===== src/rtl/eh2_lsu_ecc_scrub.sv =====
// LSU ECC scrubber: carries DC3 single-bit corrections through DC4/DC5 and writes them
// back to the DCCM with fresh ECC. Define RV_LSU_SCRUB_CNT_EN for the corrected-error counter.

module rvecc_encode (
    input  logic [31:0] din,
    output logic [6:0]  ecc_out
);
    // Hamming check bits over positions 1..38, plus overall parity in bit 6
    assign ecc_out[0] = ^(din & 32'h56AAAD5B);
    assign ecc_out[1] = ^(din & 32'h9B33366D);
    assign ecc_out[2] = ^(din & 32'hE3C3C78E);
    assign ecc_out[3] = ^(din & 32'h03FC07F0);
    assign ecc_out[4] = ^(din & 32'h03FFF800);
    assign ecc_out[5] = ^(din & 32'hFC000000);
    assign ecc_out[6] = ^{din, ecc_out[5:0]};
endmodule

module eh2_lsu_ecc_scrub #(
    parameter int DCCM_BITS        = 16,
    parameter int DCCM_DATA_WIDTH  = 32,
    parameter int DCCM_ECC_WIDTH   = 7,
    parameter int DCCM_FDATA_WIDTH = 39,
    parameter int SCRUB_DEPTH      = 4
) (
    input  logic                        clk,
    input  logic                        rst,
    input  logic                        ecc_disable,
    input  logic                        err_lo_dc3,
    input  logic                        err_hi_dc3,
    input  logic [DCCM_BITS-1:0]        addr_lo_dc3,
    input  logic [DCCM_BITS-1:0]        addr_hi_dc3,
    input  logic [DCCM_DATA_WIDTH-1:0]  sec_data_lo_dc3,
    input  logic [DCCM_DATA_WIDTH-1:0]  sec_data_hi_dc3,
    input  logic                        kill_dc4,
    input  logic                        kill_dc5,
    output logic                        wr_req,
    input  logic                        wr_gnt,
    output logic [DCCM_BITS-1:0]        wr_addr,
    output logic [DCCM_FDATA_WIDTH-1:0] wr_data,
    output logic                        scrub_full,
    output logic                        scrub_overflow,
    output logic [15:0]                 scrub_err_cnt
);
    localparam int AW  = $clog2(SCRUB_DEPTH);
    localparam int WAW = DCCM_BITS - 2;

    typedef struct packed {
        logic [WAW-1:0]             waddr;
        logic [DCCM_DATA_WIDTH-1:0] data;
    } ent_t;

    // index 0 = lo bank, 1 = hi bank
    logic [1:0]      w_cap_dc3;
    ent_t [1:0]      w_ent_dc3;
    logic [1:0]      r_vld_dc4, r_vld_dc5;
    ent_t [1:0]      r_ent_dc4, r_ent_dc5;
    logic [1:0]      w_push, w_acc;
    logic [1:0]      w_unused_addr_lsb;

    ent_t            r_mem [SCRUB_DEPTH];
    logic [AW:0]     r_wptr, r_rptr;
    logic [AW:0]     w_count, w_free, w_nacc, w_count_nxt;
    logic [AW-1:0]   w_widx_lo, w_widx_hi;
    logic            w_pop, w_drop, w_full_nxt;
    logic            r_full, r_ovf;
    ent_t            w_head;
    logic [DCCM_ECC_WIDTH-1:0] w_ecc;

    assign w_cap_dc3 = {err_hi_dc3, err_lo_dc3} & {2{~ecc_disable}};
    assign w_ent_dc3[0] = {addr_lo_dc3[DCCM_BITS-1:2], sec_data_lo_dc3};
    assign w_ent_dc3[1] = {addr_hi_dc3[DCCM_BITS-1:2], sec_data_hi_dc3};
    assign w_unused_addr_lsb = addr_lo_dc3[1:0] ^ addr_hi_dc3[1:0];

    always_ff @(posedge clk) begin
        if (rst) begin
            r_vld_dc4 <= '0;
            r_vld_dc5 <= '0;
        end else begin
            r_vld_dc4 <= w_cap_dc3;
            r_vld_dc5 <= r_vld_dc4 & {2{~kill_dc4}};
        end
    end

    // payload flops only load alongside a valid, so idle cycles don't toggle them
    always_ff @(posedge clk) begin
        for (int b = 0; b < 2; b++) begin
            if (w_cap_dc3[b]) r_ent_dc4[b] <= w_ent_dc3[b];
            if (r_vld_dc4[b]) r_ent_dc5[b] <= r_ent_dc4[b];
        end
    end

    assign w_push  = r_vld_dc5 & {2{~kill_dc5}};
    assign w_count = r_wptr - r_rptr;
    assign w_free  = (AW+1)'(SCRUB_DEPTH) - w_count;
    // free space is judged before this cycle's pop; hi loses when only one slot remains
    assign w_acc[0] = w_push[0] & (w_free != '0);
    assign w_acc[1] = w_push[1] & (w_free > (AW+1)'(w_acc[0]));
    assign w_drop   = |(w_push & ~w_acc);
    assign w_nacc   = (AW+1)'(w_acc[0]) + (AW+1)'(w_acc[1]);

    assign wr_req      = (r_wptr != r_rptr);
    assign w_pop       = wr_req & wr_gnt;
    assign w_count_nxt = w_count + w_nacc - (AW+1)'(w_pop);
    assign w_full_nxt  = ((AW+1)'(SCRUB_DEPTH) - w_count_nxt) < (AW+1)'(2);

    assign w_widx_lo = r_wptr[AW-1:0];
    assign w_widx_hi = r_wptr[AW-1:0] + AW'(w_acc[0]);

    always_ff @(posedge clk) begin
        if (w_acc[0]) r_mem[w_widx_lo] <= r_ent_dc5[0];
        if (w_acc[1]) r_mem[w_widx_hi] <= r_ent_dc5[1];
    end

    always_ff @(posedge clk) begin
        if (rst) begin
            r_wptr <= '0;
            r_rptr <= '0;
            r_full <= 1'b0;
            r_ovf  <= 1'b0;
        end else begin
            r_wptr <= r_wptr + w_nacc;
            r_rptr <= r_rptr + (AW+1)'(w_pop);
            r_full <= w_full_nxt;
            r_ovf  <= w_drop;
        end
    end

    assign w_head = r_mem[r_rptr[AW-1:0]];

    rvecc_encode u_ecc (
        .din     (w_head.data),
        .ecc_out (w_ecc)
    );

    assign wr_addr        = {w_head.waddr, 2'b00};
    assign wr_data        = {w_ecc, w_head.data};
    assign scrub_full     = r_full;
    assign scrub_overflow = r_ovf;

`ifdef RV_LSU_SCRUB_CNT_EN
    logic [15:0] r_err_cnt;
    logic [16:0] w_cnt_sum;

    assign w_cnt_sum = {1'b0, r_err_cnt} + 17'(w_nacc);

    always_ff @(posedge clk) begin
        if (rst) r_err_cnt <= '0;
        else     r_err_cnt <= w_cnt_sum[16] ? 16'hFFFF : w_cnt_sum[15:0];
    end

    assign scrub_err_cnt = r_err_cnt;
`else
    assign scrub_err_cnt = 16'h0;
`endif

endmodule


===== config.mk =====
export PLATFORM = sky130hd
export DESIGN_NAME = eh2_lsu_ecc_scrub
export DESIGN_NICKNAME = d
export VERILOG_FILES = /design/src/rtl/eh2_lsu_ecc_scrub.sv
export SDC_FILE = /design/constraint.sdc
export NUM_CORES = 1
export LEC_CHECK = 0
export BUFFER_PORTS_ARGS = -buffer_cell sky130_fd_sc_hd__buf_2
export CORE_MARGIN = 1
export CORE_UTILIZATION = 45
export CTS_BUF_LIST = sky130_fd_sc_hd__clkbuf_2
export CTS_CLUSTER_SIZE = 14
export DETAILED_ROUTE_END_ITERATION = 10
export GPL_ROUTABILITY_DRIVEN = 0
export GPL_TIMING_DRIVEN = 0
export PLACE_DENSITY = 0.68
export SYNTH_ARGS = -nofsm -noshare
export SYNTH_HDL_FRONTEND = slang
export SYNTH_HIERARCHICAL = 1
export SYNTH_SLANG_ARGS = --single-unit

===== constraint.sdc =====
create_clock -name clk -period 5.94 [get_ports clk]
set_input_delay 0.297 -clock clk [delete_from_list [all_inputs] [get_ports clk]]
set_output_delay 0.297 -clock clk [all_outputs]
set_load 0.05 [all_outputs]

; Word-level counts from Yosys, hierarchy flattened
; Memory sizes are Yosys's and may differ from the RTL's. A register that Yosys moved wholly into a read port is not among the register bits.
; Cells that the tools add are included.
[word_totals]
mem_bits_rw = 184
memories = 1
output_inout_bits = 74
input_bits = 104
wordCells = 52
regBits = 196
[memory_table]
columns = memory, depth, word_bits, rd, rd_ports_with_merged_regs, wr, line_no
row1 = r_mem, 4, 46, 1, 1, 2, 60  ; ent_t r_mem [SCRUB_DEPTH];
[op_classes]
mux = 5
order_cmp = 2
n_reduce_logical = 9
bitwise = 11
eq_ne = 1
add_sub_neg = 9
[ops]
columns = cell, n
row1 = $reduce_xor 32->1, 6
row2 = $reduce_xor 38->1, 1
row3 = $and 2x2->2, 4
row4 = $add 3x2->3, 2
row5 = $sub 3x3->3 const A, 2
row6 = $mux 1, 4
row7 = $add 3x1->3, 1
row8 = $and 1x1->1, 3
row9 = $gt 3x1->1, 1
row10 = $lt 3x2->1 const B, 1
row11 = $ne 3x3->1, 1
row12 = $not 1->1, 3
row13 = $reduce_bool 3->1, 1
row14 = $sub 3x1->3, 1
row15 = $sub 3x3->3, 1
row16 = $add 1x1->2, 1
row17 = $add 2x1->2, 1
row18 = $mux 2, 1
row19 = $not 2->2, 1
row20 = $reduce_or 2->1, 1

; Longest topological paths before layout
; Gate-level depths: netlist of run 1.
[depth]
ltp_word = 11
depth_mapped = 21

; By module
; The synthesis of run 1 kept the hierarchy.
[by_module_without_submodules]
columns = mod, instances, area_per_inst_um2, cells_per_inst, seq_area_each_um2
row1 = eh2_lsu_ecc_scrub, 1, 15315.9, 730, 11290.8
row2 = rvecc_encode, 1, 701.9, 60, 0.0

; Worst setup path before layout of run 1
; Ideal clock, no wire load.
[synth_timing]
path_kind = flip-flop to flip-flop
from = register r_rptr[1]
to = memory r_mem[0][0] (netlist name), enable pin
required_ps = 5421
t_arrival_ps = 5984
setup_slack_ps = -562
setup_time_ps = 519
path_stages_with_launch = 11
cell_sequence = dfxtp_1 > clkbuf_1 > clkbuf_1 > inv_1 > fa_1 > inv_1 > ha_1 > xnor2_1 > xnor2_2 > o21ai_0 > o31ai_1
[synth_lines]
columns = element, line_no
row1 = start: declaration, 61  ; logic [AW:0] r_wptr, r_rptr;
row2 = start signal: assignment, 122  ; r_rptr <= r_rptr + (AW+1)'(w_pop);
row3 = end: declaration, 60

==> parameters.txt, run 1 <==
Parameter                              Value

Finish
  Area of the multi-input gates    roughly 4500 sq um
  Seq. cell area    about 11000 sq um
  Layout overhead on the synthesized area    28.8%
  Final Core Density    0.593
  Design Area, Final    about 21000 sq um
  Share of layout cells above drive strength 1    0.457
  Number of fill cells    about 2700
  Number of nets in the final layout    ~1400

STA
  Slack of the critical path    around 0.41 ns
  # setup viols final    0
  Setup repair after global routing missed its margin    false
  Max-slew headroom at the worst pin    0.385
  Final number of max-transition violations    0
  Crit share post-route    0.931
  Fmax    between 0.15 and 0.2 GHz
  Hold Fails Final Rpt    0
  Post-layout min period    ~5.5 ns
  Post-Route Skew    roughly 0.048 ns
  Worst-margin pin slew    0.921 ns

Floorplan
  Die footprint    36400 sq um
  Die boundary height    191 um
  Die outline width    191 um
  Core Area    ~35000 sq um
  Number of top-level pins    about 180
  Number of placement rows    just under 70
  Initial core utilization    0.460

Worst hold path
  Worst hold stages    2
  Hold WC Path Type    in -> reg
  Hold Crit Start    sec_data_hi_dc3[13]
  End point of the worst hold path    r_ent_dc4[59]

Global route
  Number of antenna violations at the first check in global routing    1
  Overall Global Routing Usage    0.202
  Maximum number of pins on one net before global-route repair    between 40 and 50
  Global-route wire length before repair    between 50000 and 60000 um
  Most heavily used metal layer in global routing    met2
  Global routing met3 resource utilization    0.0455
  Via count of the first global-routing pass    approximately 9500
  Global route total overflow    0
  Met1 track utilization from global routing    0.261
  Fraction of met2 tracks used by global routing    0.335

Synthesis
  Number of distinct library cells after synthesis    37
  Fraction of registers with async set/reset    0
  Mapped Area    16000 sq um
  Number of cells produced by synthesis    790
  Synthesized area per cell    around 20 sq um
  Number of enable-type register cells in the synthesized netlist    368
  Predominant post-synthesis flop cell    edfxtp_1
  Yosys synthesis warning count    6
  Share of the yosys chip area belonging to registers    0.705
  #FFs+latches synth    380

Status
  Result of the run    finished clean

Power
  Leak Pwr    7.59 nW
  Switching part of the total    0.269
  Clock network fraction of design power    0.316
  Power share of the sequential group    0.556
  Max VDD drop    0.539 mV
  Power spent charging and discharging nets    roughly 1.5 mW
  Total power per unit cell area    between 200 and 300 nW/um^2
  Internal    about 4.1 mW
  Gate power share    0.127

Drt
  Via-per-instance ratio    ~5
  Vias after detailed routing    8931
  Total length of routed wires    about 36000 um
  Antenna Nets Post-Route    0
  Number of DRC markers after the initial detailed-route iteration    397
  Wire length per cell    19.9 um
  Detailed-route DRC error count    0
  First-pass DRT Iterations    4

Worst setup path
  Endpoint type of the worst setup path    output pin
  R2r worst-path depth    19
  Origin of the critical flop-to-flop path    r_rptr[1]
  Critical path startpoint    r_rptr[0]
  Type of element launching the critical path    flop
  Worst endpoint required time    ~5.6 ns
  Worst Path Arrival    between 5 and 6 ns
  Classification of the worst setup path    reg -> out
  FF-to-FF End    r_mem[1][18]
  Critical path, cell by cell    buf_1 -> buf_2 -> mux4_2 -> xnor2_1 -> xnor2_1 -> xnor3_4 -> xnor3_1 -> xnor3_1 -> buf_2
  Slowest cell on crit path    mux4_2
  Maximum single-stage delay on the critical path    about 0.64 ns
  Maximum net fanout on the critical path    10
  Register-to-register path setup slack    0.45 ns

CTS
  Clock-pin slew reported for the worst setup and hold paths after clock tree synthesis    ~0.10 ns
  Clock network latency to the later pin of the worst-skew pair    0.95 ns
  Number of buffers added by the clock tree synthesis step    97
  Clock Sink Count    between 300 and 400
  Clock tree from TritonCTS    built
  Count of H-tree levels built during CTS    3
  Root Buffer Master    clkbuf_2
  Number of setup buffers added after CTS    0
  Clock Tree Buf Depth    3

Placed design
  Area after detailed placement    17800 sq um
  Number of port buffers    ~160
  HPWL Detailed    21300 um
  Worst slack, placed    -0.904 ns

Run
  Number of maximum-capacitance violations    0
## layer usage
layer / wire [um] / part of all wire
met3: 1650 / 0.046
met5: 0 / 0
met1: 15700 / 0.44
met2: 17700 / 0.49
met4: 716 / 0.020
## cells by family (layout without fill, tap and decap cells)
logic type / Yosys count / after routing / synth area share
xor+xnor: 70 / 70 / 0.0502
other cells: 1 / 19 / 0.000234
compound gates: 13 / 13 / 0.00578
mux: 230 / 230 / 0.194
fa+ha+maj: 15 / 15 / 0.0127
buf+inv: 58 / 593 / 0.0243
flops: 380 / 380 / 0.705
simple gates: 23 / 23 / 0.00789
## cell usage in the layout (no fill, tap or decap), types with 3 or more instances in the layout
cell / count
xnor2_1: 39
xnor3_1: 5
buf_2: 163
buf_8: 3
buf_12: 7
xor2_2: 3
mux4_2: 46
ha_1: 13
clkinv_1: 18
dlygate4sd3_1: 190
nand2_1: 3
dfxtp_1: 10
xor2_1: 15
xnor2_2: 3
nor2_1: 4
edfxtp_1: 368
buf_16: 5
inv_1: 8
mux2_1: 6
nor2b_1: 8
buf_4: 25
mux2_2: 178
conb_1: 18
clkbuf_2: 150
buf_6: 10
clkinv_4: 3
clkbuf_1: 5
## power by group through the flow
stage	Clock [mW]	Combinational (mW)	Sequential [mW]
final	1.75	0.706	3.08
after CTS	1.82	0.704	3.08
after global routing	1.95	0.743	3.09
after detailed placement	0	0.605	3.14
after floorplan	0	0.463	3.12
after global placement	0	0.590	3.15
## cell type report
class	count	area share
repair buffers	361	0.146
flip-flops and latches	380	0.548
inverters	8	0.00146
multi-input cells	369	0.217
clock inverters	26	0.00704
plain buffers	50	0.0175
diodes	1	0.000121
clock buffers	148	0.0359
well taps	455	0.0276
## sequential cells by signal, indices dropped and copies added (netlist names)
register and count:
r_mem 184, r_ent_dc4 92, r_ent_dc5 92, r_rptr 3, r_wptr 3, r_vld_dc4 2
r_vld_dc5 2, scrub_full 1, scrub_overflow 1
## what timing repair did
action	CTS	global route
setup endpoints to repair	372	41
hold buffers	187	5
hold endpoints to repair	203	5
resized for setup	3	3
## synthesized netlist by cell type, types with 3 or more instances
cell | n | area share
buf_2 | 8 | 0.0025
buf_4 | 25 | 0.012
buf_6 | 9 | 0.0063
clkbuf_1 | 8 | 0.0019
dfxtp_1 | 12 | 0.015
edfxtp_1 | 368 | 0.69
ha_1 | 13 | 0.010
inv_1 | 8 | 0.0019
mux2_1 | 6 | 0.0042
mux2_2 | 178 | 0.13
mux4_2 | 46 | 0.065
nand2_1 | 3 | 0.00070
nor2_1 | 4 | 0.00094
nor2b_1 | 10 | 0.0039
o21ai_0 | 3 | 0.00094
xnor2_1 | 39 | 0.021
xnor2_2 | 3 | 0.0030
xnor3_1 | 5 | 0.0070
xor2_1 | 15 | 0.0082
xor2_2 | 3 | 0.0030
## per-stage QoR
stage                     setup TNS, ns  hold WS (ns)  cells  power (mW)
after global placement          -862.23         0.402   1417        3.74
after floorplan                  -88.16         0.369    807        3.59
final                                 0         0.106   1798        5.54
after detailed placement        -160.29         0.405   1431        3.75
after CTS                             0      0.000183   1792        5.61
after global routing                  0      -0.00438   1798        5.79
## how the worst max path moves through the flow
stage	endpoint	depth (start not counted)
detailed placement	r_mem[1][18]	19
finish	wr_data[38]	9
floorplan	r_mem[0][0]	10
CTS	r_mem[1][4]	19
global placement	r_mem[1][21]	10
global route	wr_data[38]	9
## critical path, delay by kind of cell, from the launching register on
kind      cells  cell delay [ns]
xor+xnor      5             1.87
buf+inv       3             1.39
flops         1             0.39
mux           1             0.64
Note: power is estimated with default switching activity, not from simulation.
==> inputs of run 2 (changes only) <==
--- a/config.mk
+++ b/config.mk
@@ -12,7 +12,7 @@
 export CTS_CLUSTER_SIZE = 14
 export DETAILED_ROUTE_END_ITERATION = 10
 export GPL_ROUTABILITY_DRIVEN = 0
-export GPL_TIMING_DRIVEN = 0
+export GPL_TIMING_DRIVEN = 1
 export PLACE_DENSITY = 0.68
 export SYNTH_ARGS = -nofsm -noshare
 export SYNTH_HDL_FRONTEND = slang
==> parameters.txt, run 2 (same netlist as run 1, synthesis figures left out) <==
Parameter                              Value

Status
  Result of the run    finished clean

Placed design
  HPWL Detailed    18800 um
  Number of port buffers    155
  Instance count after placement with tap cells included    between 1000 and 1500

Finish
  Area of the multi-input gates    4500 sq um
  Largest register by flop count    r_mem
  Seq. cell area    about 11000 sq um
  Max FFs per register    184
  Top library cells by usage in the layout, fill and taps aside    edfxtp_1 (368), mux2_2 (178), dlygate4sd3_1 (162)
  Layout overhead on the synthesized area    24.1%
  Number of nets in the final layout    around 1300
  Finished Layout Cells    between 1500 and 2000
  Largest registers    r_mem (184), r_ent_dc4 (92), r_ent_dc5 (92)
  Final Core Density    0.571
  Share of layout cells above drive strength 1    0.450
  Most frequent standard cell in the layout excluding fill and tap cells    edfxtp_1
  Number of fill cells    between 2000 and 3000

CTS
  Clock Tree Buf Depth    3
  CTS Hold Buffers Added    161
  Number of buffers added by the clock tree synthesis step    97
  Clock Sink Count    380
  Count of H-tree levels built during CTS    3
  Root Buffer Master    clkbuf_2
  Number of setup buffers added after CTS    0
  Clock-pin slew reported for the worst setup and hold paths after clock tree synthesis    0.09 ns
  Clock tree from TritonCTS    built
  Cts repair resizes    0
  Clock network latency to the later pin of the worst-skew pair    between 0.9 and 1 ns

Global route
  Global route total overflow    0
  Via count of the first global-routing pass    9364
  Maximum number of pins on one net before global-route repair    48
  Overall Global Routing Usage    0.201
  Number of antenna violations at the first check in global routing    1
  Global-route wire length before repair    53400 um

Worst setup path
  Classification of the worst setup path    reg -> out
  Endpoint type of the worst setup path    output pin
  Critical path, cell by cell    buf_4 -> mux4_2 -> xnor2_1 -> xnor2_1 -> xnor3_4 -> xnor3_1 -> xnor3_1 -> buf_2
  Top Family by Delay on Critical Path    XOR/XNOR gates
  Worst endpoint required time    between 5 and 6 ns
  Slowest cell on crit path    buf_4
  Type of element launching the critical path    flop
  Worst Path Arrival    roughly 5.0 ns
  Maximum single-stage delay on the critical path    a little under 0.7 ns
  Number of buffer and inverter instances along the worst setup path    2
  Maximum net fanout on the critical path    34

Floorplan
  Number of placement rows    a little under 70
  Number of top-level pins    around 180
  Core Area    34800 sq um
  Initial core utilization    0.460
  Die footprint    36400 sq um
  Die outline width    between 150 and 200 um
  Die boundary height    roughly 190 um

STA
  Crit share post-route    0.888
  Worst-margin pin slew    0.995 ns
  Fmax    approximately 0.19 GHz
  Post-layout min period    about 5.3 ns
  Max-slew headroom at the worst pin    0.334
  # setup viols final    0
  Setup repair after global routing missed its margin    false
  Final number of max-transition violations    0
  Post-Route Skew    ~0.089 ns
  Hold Fails Final Rpt    0

Drt
  Via-per-instance ratio    5.05
  Total length of routed wires    35600 um
  First-pass DRT Iterations    5
  Antenna Nets Post-Route    0
  Detailed-route DRC error count    0
  Wire length per cell    20.8 um
  Number of DRC markers after the initial detailed-route iteration    roughly 430
  Vias after detailed routing    approximately 8700

Power
  Max VDD drop    around 0.45 mV
  Total power per unit cell area    282 nW/um^2
  Leak Pwr    7.19 nW
  Overall power consumption    around 5.6 mW

Worst hold path
  Hold WC Path Type    in -> reg

Run
  Number of maximum-capacitance violations    0
## run 2: cell types whose count changed in the layout (fill, tap and decap cells not counted), sizes merged, moves of 3 or more
cell | previous run | this run
bufinv | 1 | 4
clkbuf | 155 | 137
clkinv | 23 | 19
inv | 9 | 13
buf | 214 | 173
dlygate4sd3 | 190 | 162
## run 2: layout make-up
class	count	area share
inverter	8	0.00151
multi-input combinational	369	0.226
timing repair buffer	335	0.129
clock inverter	28	0.0112
antenna	2	0.000252
tap	455	0.0286
clock buffer	137	0.0345
sequential	380	0.568
## run 2: power breakdown
part           internal (mW)  switching, mW
sequential              3.03         0.0464
clock                  0.795           1.04
combinational          0.291          0.398
total                   4.11           1.49
## run 2: layer usage
layer  track usage  share of wire  routed length, um  up-vias
li1              -              -                  -     3945
met1         0.257           0.43              15300     4380
met2         0.338           0.50              17900      277
met3        0.0423          0.049               1730       52
met4        0.0772          0.019                676        0
met5             0              0                  0        -
## run 2: path summary, 6_finish.rpt
check | startpoint | end | slack, ns | cells after the start
setup / recovery | r_rptr[0] | wr_data[38] | 0.66 | 8
hold / removal | sec_data_hi_dc3[5] | r_ent_dc4[51] | 0.11 | 2
setup reg to reg | r_rptr[0] | r_mem[2][21] | 1.02 | 15
hold reg to reg | r_ent_dc4[89] | r_ent_dc5[89] | 0.40 | 0
## run 2: through the flow
stage	hold WS [ns]	setup slack, ns	TNS [ns]	cell area (sq um)
after CTS	0.000914	0.473	0	19900
final	0.110	0.664	0	19900
after global placement	0.401	1.08	0	17300
after global routing	0.00591	0.353	0	19900
after floorplan	0.369	-0.562	-88.16	16100
after detailed placement	0.405	0.982	0	17300
